$ cat config.mk
export PLATFORM = sky130hd
export DESIGN_NAME = fir_coeff_sequencer
export DESIGN_NICKNAME = d
export VERILOG_FILES = /design/src/rtl/fir_coeff_sequencer_pkg.sv /design/src/rtl/fir_coeff_sequencer_bank.sv /design/src/rtl/fir_coeff_sequencer.sv
export SDC_FILE = /design/constraint.sdc
export NUM_CORES = 1
export LEC_CHECK = 0
export ABC_AREA = 1
export CAP_MARGIN = 5
export CORE_MARGIN = 1.5
export CORE_UTILIZATION = 30
export DETAILED_ROUTE_END_ITERATION = 12
export GPL_ROUTABILITY_DRIVEN = 0
export PLACE_DENSITY = 0.58
export SLEW_MARGIN = 25
export SYNTH_ARGS = -nofsm -noshare
export SYNTH_HDL_FRONTEND = slang
export SYNTH_SLANG_ARGS = --single-unit
$ cat constraint.sdc
create_clock -name clk -period 1.55 [get_ports clk]
set_input_delay 0.31 -clock clk [delete_from_list [all_inputs] [get_ports clk]]
set_output_delay 0.31 -clock clk [all_outputs]
set_load 0.005 [all_outputs]
$ cat src/rtl/fir_coeff_sequencer_pkg.sv
// Shared definitions for the FIR coefficient sequencer: FSM encoding and tap slicing.
// Latency: none (types and constant functions only).
// Backpressure: not applicable.
package fir_coeff_sequencer_pkg;

  // Encodings are fixed so that state values stay meaningful in waveforms and debug logs.
  typedef enum logic [1:0] {
    ST_IDLE    = 2'd0,
    ST_PENDING = 2'd1,
    ST_SETTLE  = 2'd2
  } state_e;

  // LSB position of tap 'tap' on a packed coefficient bus of 'width'-bit taps.
  function automatic int tap_lsb(input int tap, input int width);
    return tap * width;
  endfunction

endpackage

$ cat src/rtl/fir_coeff_sequencer_bank.sv
// Coefficient register bank: N+1 signed taps with load-all, single-tap write and identity reset.
// Latency: a load or write is visible on coeffs the cycle after the capturing edge.
// Backpressure: none; the bank always accepts, and the caller decides when to enable.
module fir_coeff_bank
  import fir_coeff_sequencer_pkg::*;
#(
  parameter int N           = 4,
  parameter int COEFF_WIDTH = 16,
  parameter int ADDR_WIDTH  = 3,
  parameter int Q           = 14
) (
  input  logic                           clk,
  input  logic                           rst,
  input  logic                           load_en,
  input  logic [COEFF_WIDTH*(N+1)-1:0]   load_dat,
  input  logic                           wr_en,
  input  logic [ADDR_WIDTH-1:0]          wr_addr,
  input  logic [COEFF_WIDTH-1:0]         wr_dat,
  output logic [COEFF_WIDTH*(N+1)-1:0]   coeffs
);

  localparam logic [COEFF_WIDTH-1:0] IDENT = COEFF_WIDTH'(1) << Q;

  logic [COEFF_WIDTH-1:0] tap_q [0:N];
  logic [COEFF_WIDTH-1:0] tap_d [0:N];

  // Next tap values: a full load wins over a single-tap write.
  always_comb begin
    for (int t = 0; t <= N; t++) begin
      tap_d[t] = tap_q[t];
      if (load_en) begin
        tap_d[t] = load_dat[tap_lsb(t, COEFF_WIDTH) +: COEFF_WIDTH];
      end else if (wr_en && (wr_addr == ADDR_WIDTH'(t))) begin
        tap_d[t] = wr_dat;
      end
    end
  end

  // Tap storage; reset restores the pass-through (identity) filter.
  always_ff @(posedge clk) begin
    if (rst) begin
      for (int t = 0; t <= N; t++) begin
        tap_q[t] <= '0;
      end
      tap_q[0] <= IDENT;
    end else begin
      for (int t = 0; t <= N; t++) begin
        tap_q[t] <= tap_d[t];
      end
    end
  end

  for (genvar g = 0; g <= N; g++) begin : g_pack
    assign coeffs[tap_lsb(g, COEFF_WIDTH) +: COEFF_WIDTH] = tap_q[g];
  end

endmodule

$ cat src/rtl/fir_coeff_sequencer.sv
// Coefficient owner for the FIR: host writes a shadow bank, commit swaps it in on a sample strobe.
// Latency: swap lands on the first sample_en after the commit cycle; settled after N+1 more strobes.
// Backpressure: wr_ready drops while a swap is pending, so the shadow is frozen until it lands.
module fir_coeff_sequencer
  import fir_coeff_sequencer_pkg::*;
#(
  parameter int N           = 4,
  parameter int COEFF_WIDTH = 16,
  parameter int ADDR_WIDTH  = 3,
  parameter int Q           = 14
) (
  input  logic                           clk,
  input  logic                           rst,
  input  logic                           wr_valid,
  output logic                           wr_ready,
  input  logic [ADDR_WIDTH-1:0]          wr_addr,
  input  logic [COEFF_WIDTH-1:0]         wr_data,
  input  logic                           commit,
  input  logic                           sample_en,
  output logic [COEFF_WIDTH*(N+1)-1:0]   packed_coeffs,
  output logic                           busy,
  output logic                           settled,
  output logic                           addr_err
);

  localparam logic [ADDR_WIDTH-1:0] LAST_TAP    = ADDR_WIDTH'(N);
  localparam logic [ADDR_WIDTH:0]   SETTLE_LAST = (ADDR_WIDTH + 1)'(N);

  state_e                 state_q, state_d;
  logic [ADDR_WIDTH:0]    cnt_q, cnt_d;
  logic                   wr_ready_q, wr_ready_d;
  logic                   busy_q, busy_d;
  logic                   settled_q, settled_d;
  logic                   addr_err_q, addr_err_d;

  logic                   wr_fire;
  logic                   in_range;
  logic                   swap;
  logic [COEFF_WIDTH*(N+1)-1:0] shadow_coeffs;

  assign wr_fire  = wr_valid & wr_ready_q;
  assign in_range = (wr_addr <= LAST_TAP);
  // The swap coincides with the delay-line shift, so the filter switches sets between samples.
  assign swap     = (state_q == ST_PENDING) & sample_en;

  // Next-state, settle count and decoded status; commit in SETTLE wins over a coincident strobe.
  always_comb begin
    state_d = state_q;
    cnt_d   = cnt_q;
    unique case (state_q)
      ST_IDLE: begin
        if (commit) state_d = ST_PENDING;
      end
      ST_PENDING: begin
        if (sample_en) begin
          state_d = ST_SETTLE;
          cnt_d   = '0;
        end
      end
      ST_SETTLE: begin
        if (commit) begin
          state_d = ST_PENDING;
          cnt_d   = '0;
        end else if (sample_en) begin
          if (cnt_q == SETTLE_LAST) begin
            state_d = ST_IDLE;
            cnt_d   = '0;
          end else begin
            cnt_d = cnt_q + 1'b1;
          end
        end
      end
      default: begin
        state_d = ST_IDLE;
        cnt_d   = '0;
      end
    endcase
    wr_ready_d = (state_d != ST_PENDING);
    busy_d     = (state_d == ST_PENDING);
    settled_d  = (state_d == ST_IDLE);
    addr_err_d = wr_fire & ~in_range;
  end

  // Control state and registered status outputs.
  always_ff @(posedge clk) begin
    if (rst) begin
      state_q    <= ST_IDLE;
      cnt_q      <= '0;
      wr_ready_q <= 1'b1;
      busy_q     <= 1'b0;
      settled_q  <= 1'b1;
      addr_err_q <= 1'b0;
    end else begin
      state_q    <= state_d;
      cnt_q      <= cnt_d;
      wr_ready_q <= wr_ready_d;
      busy_q     <= busy_d;
      settled_q  <= settled_d;
      addr_err_q <= addr_err_d;
    end
  end

  fir_coeff_bank #(
    .N(N), .COEFF_WIDTH(COEFF_WIDTH), .ADDR_WIDTH(ADDR_WIDTH), .Q(Q)
  ) u_shadow (
    .clk      (clk),
    .rst      (rst),
    .load_en  (1'b0),
    .load_dat ('0),
    .wr_en    (wr_fire & in_range),
    .wr_addr  (wr_addr),
    .wr_dat   (wr_data),
    .coeffs   (shadow_coeffs)
  );

  fir_coeff_bank #(
    .N(N), .COEFF_WIDTH(COEFF_WIDTH), .ADDR_WIDTH(ADDR_WIDTH), .Q(Q)
  ) u_active (
    .clk      (clk),
    .rst      (rst),
    .load_en  (swap),
    .load_dat (shadow_coeffs),
    .wr_en    (1'b0),
    .wr_addr  ('0),
    .wr_dat   ('0),
    .coeffs   (packed_coeffs)
  );

  assign wr_ready = wr_ready_q;
  assign busy     = busy_q;
  assign settled  = settled_q;
  assign addr_err = addr_err_q;

endmodule

### After elaboration in Yosys (flattened, before gate mapping)

Memory sizes are Yosys's and may differ from the RTL's.
Cells that the tools add are included.

* flip-flop bits (word level): 10
* memory bits (writable): 160
* bits of input ports: 24
* output and inout bits: 84
* memories kept: 2

* add/subtract/negate cells: 1
* magnitude comparators: 1
* equality and inequality tests: 11
* muxes and demuxes: 36
* bitwise logic cells: 18
* reduce and logical (&&, ||, !) cells: 9

Memory list
* u_active.tap_q: depth 5, bits a word 16, read ports 5, clocked after Yosys merged registers in 0, wr ports 5, line fir_coeff_sequencer_bank.sv:24 `logic [COEFF_WIDTH-1:0] tap_q [0:N];`
* u_shadow.tap_q: depth 5, bits a word 16, read ports 5, clocked after Yosys merged registers in 0, wr ports 5, line fir_coeff_sequencer_bank.sv:24

Operator list (number)
* 16-bit 2-to-1 mux: 22
* 4-bit 2-to-1 mux: 4
* 1-bit OR: 12
* 4-bit case mux with 3 select lines: 1
* 2-bit 2-to-1 mux: 5
* 3-bit by 2-bit == test with 1-bit output, second input constant: 2
* 2-bit case mux with 3 select lines: 1
* 1-bit logical AND: 5
* 4-bit by 1-bit adder with 4-bit output, second input constant: 1
* 1-bit AND: 4
* 2-bit by 1-bit == test with 1-bit output, second input constant: 2
* 4-bit by 3-bit == test with 1-bit output, second input constant: 1
* 2-bit zero test: 2
* 3-bit by 1-bit == test with 1-bit output, second input constant: 1
* 3-bit == test, second input constant: 1
* 3-bit less-or-equal comparator, second input constant: 1
* 3-bit zero test: 1
* 1-bit 2-to-1 mux: 3
* 3-bit inequality test, second input constant: 1
* 3-bit AND reduction: 1
* 2-bit == test, second input constant: 1
* 2-bit by 1-bit inequality test with 1-bit output, second input constant: 1
* 2-bit inequality test, second input constant: 1
* 1-bit inverter: 2

### Longest topological paths before layout

* depth after elaboration: 6
* depth in mapped cells: 7
* mapped depth without buffers: 7

### By module

A second synthesis with hierarchy kept.

* cell total of the unflattened synthesis: 1490
* area, all modules: 9201.3 um^2

Modules (own cells, without submodules)
* fir_coeff_bank: times used 2, cells each 706, area each 4336.7 um^2, sequential area each 1601.5 um^2
* fir_coeff_sequencer: times used 1, cells each 78, area each 528.0 um^2, sequential area each 200.2 um^2

### Least setup slack after synthesis

Ideal clock, no wire load.

* path kind: register to register
* start point: reg wr_ready_q (netlist: wr_ready)
* end point: mem u_shadow.tap_q[0][10]
* library setup time: 116 ps
* data arrival time: 1048 ps
* required time: 1434 ps
* setup slack: 386 ps
* stages on the path, launching flop included: 7
* clock period less this slack: 1164 ps
* cell sequence: dfxtp_1 > nand2_1 > nor2_4 > nand2_2 > buf_4 > o21ai_0 > nor2_1

RTL lines
* from (decl): line fir_coeff_sequencer.sv:31 `logic wr_ready_q, wr_ready_d;`
* from (signal assigned): line fir_coeff_sequencer.sv:96 `wr_ready_q <= wr_ready_d;`
* to (decl): line fir_coeff_sequencer_bank.sv:24

==> flow_metrics.env <==
export IMPL_result_of_the_run="finished clean"
export IMPL_total_power_uw=9500
export IMPL_grt_setup_unrepaired="no"
export IMPL_initial_utilization=0.306
export IMPL_synth_seq_cells=170
export IMPL_tritoncts_num_sinks=170
export IMPL_slowest_stage="dfxtp_1"
export IMPL_grt_overflow_total=0
export IMPL_report_final_hold_viol_count=0
export IMPL_holdPathStages=2
export IMPL_grt_pass1_wl_mm=26.0
export IMPL_critPathRequiredTime_ns=1.24
export IMPL_critical_path_reg2reg_startpoint="state_q[0]"
export IMPL_grtUsageTotal=0.158
export IMPL_power_leakage_uw=0.00370
export IMPL_routedWlPerCell_um=14.0
export IMPL_clk_path_buf_depth=2
export IMPL_core_rowCount=52
export IMPL_cts_hold_buffers=0
export IMPL_final_cell_mix="232 x nor2_1, 152 x dfxtp_1, 131 x o21ai_0"
export IMPL_postRouteWirelength_mm=16.3
export IMPL_place_detailed_hpwl_mm=10.6
export IMPL_critPathMaxStageDelay_ns=0.32
export IMPL_achievable_frequency_mhz=740
export IMPL_post_route_drc_count=0
export IMPL_synth_seq_area_share=0.552
export IMPL_place_inst=1129
export IMPL_synthesis_yosys_warnings=0
export IMPL_route_vias_total=5083
export IMPL_setup_viol_count_final=0
export IMPL_min_period_ns=1.35
export IMPL_timing_hold_worst_endpoint="u_active.tap_q[0][36]"
export IMPL_antenna_found_initial=2
export IMPL_post_route_cell_area_mm2=0.00808
export IMPL_cts_tree="built"
export IMPL_clock_root_buffer="clkbuf_16"
export IMPL_r2r_worst_path_cells=5
export IMPL_areaGrowthSynthToFinish_pct=31.1
export IMPL_maxSlewHeadroom=0.682
export IMPL_cp_arrival_ns=1.04
export IMPL_synth_top_cells_by_area="dfxtp_1 55%, nor2_1 14%, o21ai_0 11%"
export IMPL_clock_insertion_delay_at_the_later_pin_of_the_skew_report_ns=0.43
export IMPL_drt_pre_antenna_iters=5
export IMPL_mappedNetlistArea_mm2=0.00617
export IMPL_hold_path_startpoint="u_shadow.tap_q[2][4]"
export IMPL_design_final_nets=904
export IMPL_synth_area_per_cell_um2=7.98
export IMPL_netlist_area_leader_share=0.552
export IMPL_path_delay_family="flip-flops"
export IMPL_synth_area_leader_cell="dfxtp_1"
export IMPL_combPwrFrac=0.093
export IMPL_minimum_hold_slack_ns=0.445
export IMPL_max_vdd_ir_drop_mv=0.888
export IMPL_netlist_instances=773
export IMPL_syn_nets=799
export IMPL_design_portCount=108
export IMPL_worst_min_path_class="reg -> reg"
export IMPL_cts_inserted_buffers=17
export IMPL_max_cap_violations=0
export IMPL_final_setup_worst_slack_ns=0.199
export IMPL_path_max_fanout=2
export IMPL_crit_chain="dlygate4sd2_1"
export IMPL_pin_count_of_the_biggest_net_entering_global_routing=59
export IMPL_netlist_cell_type_count=26
export IMPL_internal_cell_power_uw=7120
export IMPL_cts_setup_buffers=0
export IMPL_timing_reg2reg_setup_slack_ns=0.21
export IMPL_power_switching_uw=2380
export IMPL_first_global_vias=4797
export IMPL_instances_no_fill=1163
export IMPL_drtIter0Drc=340
export IMPL_final_period_utilization=0.872
export IMPL_setup_worst_path_class="reg -> out"
export IMPL_fillCellCount=2125
export IMPL_postRouteAntennaNets=0
export IMPL_crit_path_end_kind="output port"
export IMPL_die_height_um=146
export IMPL_power_density_mw_per_mm2=1180
export IMPL_post_place_ws_ns=-0.228
export IMPL_worst_clock_skew_ns=0.00804
export IMPL_power_switching_fraction=0.250
export IMPL_core_area_mm2=0.0202
export IMPL_clock_power_share=0.415
export IMPL_drv_slew=0
export IMPL_critical_path_buf_inv_count=1
export IMPL_seq_power_share=0.492
export IMPL_cp_start_kind="register"
export IMPL_die_width_um=146
export IMPL_avgViaCountPerCell=4.37
export IMPL_drive_gt1_frac=0.112
export IMPL_htree_num_levels=4
export IMPL_mostFrequentLayoutCell="nor2_1"
export IMPL_placedInstanceArea_mm2=0.00761
export IMPL_floorplan_die_area_mm2=0.0214
export IMPL_place_port_buffers=107
export IMPL_clk_pin_slew_ns=0.06
export IMPL_tightest_slew_ns=0.476
export IMPL_destination_of_the_worst_register_to_register_timing_path="u_active.tap_q[0][21]"
==> stage by stage <==
| step | utilization | TNS, ns |
|---|---|---|
| after floorplan | - | 0 |
| after global placement | 0.377 | -20.54 |
| after detailed placement | 0.377 | -21.47 |
| after CTS | 0.400 | 0 |
| after global routing | 0.400 | 0 |
| final | 0.401 | 0 |
==> Yosys cell counts (all sizes together) <==
cell    number
a31oi        1
inv         50
nor3         1
nand4        2
nor2       236
o21bai       1
a21oi       48
nand3       11
nand2       61
o21ai      143
dfxtp      170
ha           2
buf         27
clkbuf      20
==> cell type report <==
| class | instances | area (um2) | share of cell area |
|---|---|---|---|
| diodes | 2 | 5.00 | 0.000619 |
| clock buffers | 21 | 460 | 0.0570 |
| clock inverters | 11 | 88.8 | 0.0110 |
| inverters | 50 | 195 | 0.0242 |
| multi-input cells | 506 | 2280 | 0.282 |
| flip-flops and latches | 170 | 3430 | 0.424 |
| well taps | 270 | 338 | 0.0418 |
| repair buffers | 133 | 1290 | 0.159 |
==> per-layer routing <==
layer | wire length, um | track usage | vias to the layer above | part of all wire
li1 | - | - | 2687 | -
met4 | 262 | 0.0576 | 0 | 0.016
met5 | 0 | 0 | - | 0
met2 | 7330 | 0.245 | 107 | 0.45
met1 | 7940 | 0.211 | 2271 | 0.49
met3 | 767 | 0.0413 | 18 | 0.047
==> power groups by stage <==
stage	combinational, uW	sequential [uW]	clock [uW]
finish	883	4670	3940
global placement	969	4770	0
detailed placement	976	4770	0
floorplan	442	4760	0
global route	994	4700	4240
CTS	896	4680	4050
==> flip-flops by register name, indices dropped and copies added, names as in the netlist <==
signal	count
settled	1
u_active.tap_q	80
cnt_q	4
wr_ready	1
state_q	2
u_shadow.tap_q	80
addr_err	1
busy	1
==> timing repair <==
action | 4_1_cts | 5_1_grt
setup endpoints to repair | 84 | 0
gates resized for setup | 102 | 0
endpoints found under the hold margin | 0 | 0
==> how the worst max path moves through the flow <==
| stage | cells past startpoint | slack (ns) | startpoint | end |
|---|---|---|---|---|
| after floorplan | 6 | 0.39 | wr_ready | u_shadow.tap_q[0][10] |
| after global placement | 7 | -0.20 | wr_valid | u_shadow.tap_q[3][9] |
| after detailed placement | 7 | -0.23 | wr_valid | u_shadow.tap_q[0][15] |
| after CTS | 1 | 0.17 | u_active.tap_q[0][45] | packed_coeffs[45] |
| after global routing | 6 | 0.06 | wr_ready | u_shadow.tap_q[0][6] |
| final | 1 | 0.20 | u_active.tap_q[0][67] | packed_coeffs[67] |
==> cell families (layout without fill, tap and decap cells) <==
| family | after synthesis | after routing | synth area share |
|---|---|---|---|
| simple gates | 311 | 311 | 0.203 |
| compound gates | 193 | 193 | 0.163 |
| fa+ha+maj | 2 | 2 | 0.00406 |
| flops | 170 | 170 | 0.552 |
| other cells | 0 | 2 | 0 |
| buf+inv | 97 | 215 | 0.0779 |
Power figures use the tool's default switching activity.
==> RTL change 1, RTL diff (same flow settings) <==
Re-encode `state_e` (3 states) as one-hot, 3 bits wide.
--- a/src/rtl/fir_coeff_sequencer_pkg.sv
+++ b/src/rtl/fir_coeff_sequencer_pkg.sv
@@ -4,10 +4,10 @@
 package fir_coeff_sequencer_pkg;
 
   // Encodings are fixed so that state values stay meaningful in waveforms and debug logs.
-  typedef enum logic [1:0] {
-    ST_IDLE    = 2'd0,
-    ST_PENDING = 2'd1,
-    ST_SETTLE  = 2'd2
+  typedef enum logic [2:0] {
+    ST_IDLE    = 3'b001,
+    ST_PENDING = 3'b010,
+    ST_SETTLE  = 3'b100
   } state_e;
 
   // LSB position of tap 'tap' on a packed coefficient bus of 'width'-bit taps.
Check against the original RTL: no difference found for any inputs over 4 cycles, from zero or initial values and one cycle with rst high; so few cycles prove little.
==> RTL change 1 against the original RTL <==
- hold slack better by 0.0055 ns
- synthesized area is 2.7% lower
- cell area is 1.1% lower
- sequential cell count is 1 higher
- worst setup slack worse by 0.015 ns
- total power is 1.1% lower
- global-route usage is 0.15 points higher
- die area is 2.6% lower
- routed wire length is 3.0% lower
==> RTL change 1: results (changes against the original RTL) <==
Final #Nets=893 (-1.2%); static leakage=3.41 nW (-7.7%); top_reg_cell synth=dfxtp_1; Commonest cells post-synth=nor2_1, dfxtp_1, o21ai_0, a21oi_1; Worst Hold Class=reg2reg; critical path peak fanout=17 (+15); Synth cell types=20 (-23%); Synth Warn #=0 (unchanged); Net Count, Synth=783 (-2.0%); pre-CTS setup slack=-0.247 ns (-0.0180 ns); Worst R2R Start=wr_ready; Synth area leaders=dfxtp_1, nor2_1, o21ai_0; VDD IR-drop max=0.000827 V (-6.9%); WL final=15.8 mm (-3.0%); hpwl dp=10.6 mm (-0.22%); GRT Util Overall=16.0% (+0.15 points); largest net degree at the start of global routing=88 (+49%); Critical Path Slowest Stage Cell=clkdlybuf4s50_1; final clock skew=0.00907 ns (+0.00103 ns); number of diodes=0 (-2); Post-synth ARST share=0% (unchanged); slowest stage delay, CP=0.49 ns (+0.17 ns); Detailed Routing Iterations Pass 1=4 (-1); Crit path max-delay family=buffers and inverters; DR iter-0 viols=324 (-4.7%); number of global-route vias before repair=4610 (-3.9%); Setup crit start=wr_addr[0]; sequential element share of the synthesized area=57.0% (+1.8 points); layout cells sized above 1=10.8% (-0.43 points); vias=5051 (-0.63%); Post-DP Area=0.00749 sq mm (-1.5%); WP data arrival=1.74 ns (+0.70 ns); first-pass GRT wire length=24.9 mm (-4.2%); antenna violations before repair=0 (-2); fill cell count=2047 (-3.7%); run status=finished, final reports clean; hold_sp=u_shadow.tap_q[2][7]; Worst Max-Slew Pin Slew=0.468 ns (-0.00825 ns)
==> RTL change 1: cell count changes in the layout (fill, tap and decap cells not counted), moves of 3 or more <==
| cell | delta |
|---|---|
| nand3_1 | +3 |
| nor2_1 | +36 |
| buf_4 | +5 |
| inv_1 | -17 |
| nand2_1 | -34 |
| a21oi_2 | -10 |
| inv_2 | +3 |
| a21oi_1 | -4 |
| nand2_2 | -3 |
| o21ai_1 | -12 |
| o21ai_0 | +28 |
| dfxtp_2 | +3 |
==> RTL change 1: kinds of logic (layout without fill, tap and decap cells) <==
kind of cell               count (synthesis)  after routing  share of synthesized area, %
buffers and inverters                     80            203                          6.09
and+or+nand+nor                          310            310                          20.2
adders and majority gates                  2              2                         0.417
AOI/OAI and AO/OA                        194            194                          16.2
DFF                                      171            171                          57.0
==> RTL change 1: stage by stage <==
step / setup TNS (ns) / utilization, % / std cells / power, mW
after floorplan: 0 / - / 757 / 5.00
after global placement: -20.56 / 38.4 / 1113 / 5.34
after detailed placement: -22.81 / 38.4 / 1113 / 5.35
after CTS: 0 / 40.9 / 1145 / 9.48
after global routing: 0 / 40.9 / 1145 / 9.77
final: 0 / 40.9 / 1145 / 9.39
==> RTL change 1: timing repair <==
item / CTS / global route
pin swaps: 0 / 0
setup endpoints to repair: 83 / 1
resized for setup: 104 / 1
hold buffers: 0 / 0
endpoints found under the hold margin: 0 / 0
==> RTL change 1: power breakdown <==
group / total, mW / switching (mW) / internal, mW / leakage [nW]
Combinational: 0.637 / 0.370 / 0.267 / 1.74
Sequential: 4.57 / 0.0576 / 4.52 / 1.40
Clock: 4.18 / 1.82 / 2.36 / 0.281
==> RTL change 1: layer usage <==
metal / up-vias / routed length (um) / track usage [%]
li1: 2649 / - / -
met1: 2303 / 7680 / 21.0
met2: 84 / 7350 / 25.5
met3: 15 / 617 / 4.11
met4: 0 / 165 / 5.10
met5: - / 0 / 0
==> RTL change 1: worst min-delay path, cell delays in order (launching register included) <==
cell and delay, ns:
dfxtp_1 0.30, inv_1 0.06, a21oi_1 0.06
==> RTL change 1: worst paths after layout <==
| check | to | slack, ns | depth (start not counted) |
|---|---|---|---|
| worst max-delay path | u_shadow.tap_q[4][1] | 0.18 | 7 |
| worst min-delay path | u_active.tap_q[0][39] | 0.45 | 2 |
| worst max register to register | u_shadow.tap_q[4][1] | 0.21 | 7 |
| worst min register to register | u_active.tap_q[0][39] | 0.45 | 2 |
==> RTL change 1: area by class of cell <==
type	count	share of cell area [%]
clock inverters	11	1.35
flip-flops and latches	171	43.1
well taps	265	4.15
repair buffers	136	16.1
multi-input cells	506	27.7
inverters	35	1.69
clock buffers	21	5.88
==> RTL change 2, RTL diff (config.mk and constraints unchanged) <==
Without the edit above. `COEFF_WIDTH` is set to 16 in 2 places; all go to 12.
--- a/src/rtl/fir_coeff_sequencer_bank.sv
+++ b/src/rtl/fir_coeff_sequencer_bank.sv
@@ -5,7 +5,7 @@
   import fir_coeff_sequencer_pkg::*;
 #(
   parameter int N           = 4,
-  parameter int COEFF_WIDTH = 16,
+  parameter int COEFF_WIDTH = 12,
   parameter int ADDR_WIDTH  = 3,
   parameter int Q           = 14
 ) (
--- a/src/rtl/fir_coeff_sequencer.sv
+++ b/src/rtl/fir_coeff_sequencer.sv
@@ -5,7 +5,7 @@
   import fir_coeff_sequencer_pkg::*;
 #(
   parameter int N           = 4,
-  parameter int COEFF_WIDTH = 16,
+  parameter int COEFF_WIDTH = 12,
   parameter int ADDR_WIDTH  = 3,
   parameter int Q           = 14
 ) (
Ports: changed (resized packed_coeffs and wr_data); port bits go from 108 to 84. No check against the original RTL was run, so the function may have changed too.
==> RTL change 2 against the original RTL <==
- cell area fell by 21%
- worst setup slack got worse by 0.017 ns
- synthesized area down 24%
- count of clock-buffer cells in the layout stayed put
- sequential cell count is 40 lower
- sequential share of layout area shrank 1.3 points
- total power decreased by 10%
- routed wire length decreased by 26%
- global-route usage barely moved
- synthesized cell count shrank 23%
- fmax is 1.2% lower
- critical endpoint is now u_shadow.tap_q[3][7]
- largest cell class unchanged
- largest power group is now the clock network
==> RTL change 2: results (changes against the original RTL) <==
fill cell count=1580 (-26%); hpwl dp=8.20 mm (-23%); Worst Hold Class=reg2reg; largest net degree at the start of global routing=61 (+3.4%); VDD IR-drop max=0.000814 V (-8.3%); Synth area leaders=dfxtp_1, nor2_1, o21ai_0; DR iter-0 viols=255 (-25%); critical path peak fanout=13 (+11); Net Count, Synth=617 (-23%); placed cell count=849 (-25%); I/O Buffers=83 (-22%); postcts setup bufs=0 (unchanged); GRT Util Overall=15.8% (-0.018 points); clock slew at reported path FFs=0.05 ns; layout cells sized above 1=10.2% (-0.98 points); Worst-Skew Late Latency=0.41 ns (-0.02 ns); fin cells=881 (-24%); largest family of logic cells by synthesized area=simple AND/OR/NAND/NOR gates; Detailed Routing Iterations Pass 1=4 (-1); final clock skew=0.00550 ns (-0.00254 ns); vias=4021 (-21%); H-tree Lvls=4 (unchanged); Crit path max-delay family=buffers and inverters; Post-synth ARST share=0% (unchanged); Final #Nets=702 (-22%); Compound-Gate Fraction of Synth Area=15.7% (-0.62 points); Synth Instances=595 (-23%); Worst Max-Slew Pin Slew=0.414 ns (-0.0620 ns); first-pass GRT wire length=19.8 mm (-24%); cts bufs inserted=17 (unchanged); adder-cell share of the synthesized area=0.534% (+0.13 points); R2R depth=6 (+1); number of diodes=0 (-2); static leakage=2.97 nW (-20%); sequential element share of the synthesized area=55.6% (+0.39 points); WP data arrival=1.72 ns (+0.68 ns); maximum buffer depth of the clock tree=2 (unchanged); Commonest cells post-synth=nor2_1, dfxtp_1, o21ai_0, nand2_1, a21oi_1; Synth cell types=22 (-15%); post-synthesis xor/xnor area fraction=0% (unchanged); WL final=12.0 mm (-26%); Critical Path Slowest Stage Cell=clkdlybuf4s50_1; antenna violations before repair=0 (-2); run status=finished, final reports clean; top flop regs=u_active.tap_q: 60 flops, u_shadow.tap_q: 60 flops, cnt_q: 4 flops; slowest stage delay, CP=0.46 ns (+0.14 ns); top_reg_cell synth=dfxtp_1; Synth Warn #=0 (unchanged)
RTL change 2: cell types whose count changed after synthesis, sizes merged, moves of 8 or more:
cell    before  now
nand2       61   46
o21ai      143  109
dfxtp      170  130
clkbuf      20   10
nor2       236  179
inv         50   42
a21oi       48   38
RTL change 2: worst paths after layout:
path                        startpoint               endpoint
hold / removal    u_shadow.tap_q[2][6]  u_active.tap_q[0][30]
hold reg to reg   u_shadow.tap_q[2][6]  u_active.tap_q[0][30]
setup / recovery              wr_valid   u_shadow.tap_q[3][7]
setup reg to reg              wr_ready   u_shadow.tap_q[3][7]
RTL change 2: per-layer routing:
| metal | track usage, % | up-vias | share of wire, % |
|---|---|---|---|
| li1 | - | 2074 | - |
| met1 | 19.7 | 1840 | 47 |
| met2 | 25.9 | 92 | 47 |
| met3 | 4.26 | 15 | 4.5 |
| met4 | 6.48 | 0 | 1.5 |
| met5 | 0 | - | 0 |
RTL change 2: metrics by stage:
| step | hold slack [ns] | area (sq um) | setup TNS, ns | setup WS (ns) |
|---|---|---|---|---|
| 2_1_floorplan | 0.379 | 4680 | 0 | 0.437 |
| 3_3_place_gp | 0.439 | 5790 | -8.95 | -0.224 |
| 3_5_place_dp | 0.445 | 5790 | -9.76 | -0.244 |
| 4_1_cts | 0.453 | 6370 | 0 | 0.00605 |
| 5_1_grt | 0.472 | 6370 | 0 | 0.0242 |
| 6_report | 0.451 | 6370 | 0 | 0.183 |
RTL change 2: final cells by class:
class | instances | area [sq um] | area share, %
Tap cell | 188 | 235 | 3.69
Timing Repair Buffer | 101 | 1010 | 15.8
Clock inverter | 11 | 183 | 2.87
Inverter | 42 | 158 | 2.47
Sequential cell | 130 | 2620 | 41.0
Multi-Input combinational cell | 388 | 1720 | 26.9
Clock buffer | 21 | 460 | 7.22
RTL change 2: power breakdown:
part / total [mW] / internal, mW / switching (mW)
Clock: 4.31 / 2.92 / 1.39
Combinational: 0.652 / 0.291 / 0.361
Sequential: 3.57 / 3.50 / 0.0739
RTL change 2: cells by family (layout without fill, tap and decap cells):
| kind of cell | after synthesis | count (layout) |
|---|---|---|
| and+or+nand+nor | 239 | 239 |
| buffers and inverters | 77 | 175 |
| adders and majority gates | 2 | 2 |
| DFF | 130 | 130 |
| AOI/OAI and AO/OA | 147 | 147 |
RTL change 2: worst min-delay path, stage by stage (launching register included):
cell and delay [ns]:
dfxtp_1 0.29, inv_1 0.06, a21oi_1 0.05
RTL change 2: timing repair:
action                                  4_1_cts  5_1_grt
resized for setup                            73        2
endpoints found under the setup margin       62        2
hold buffers                                  0        0
pin swaps                                     0        0
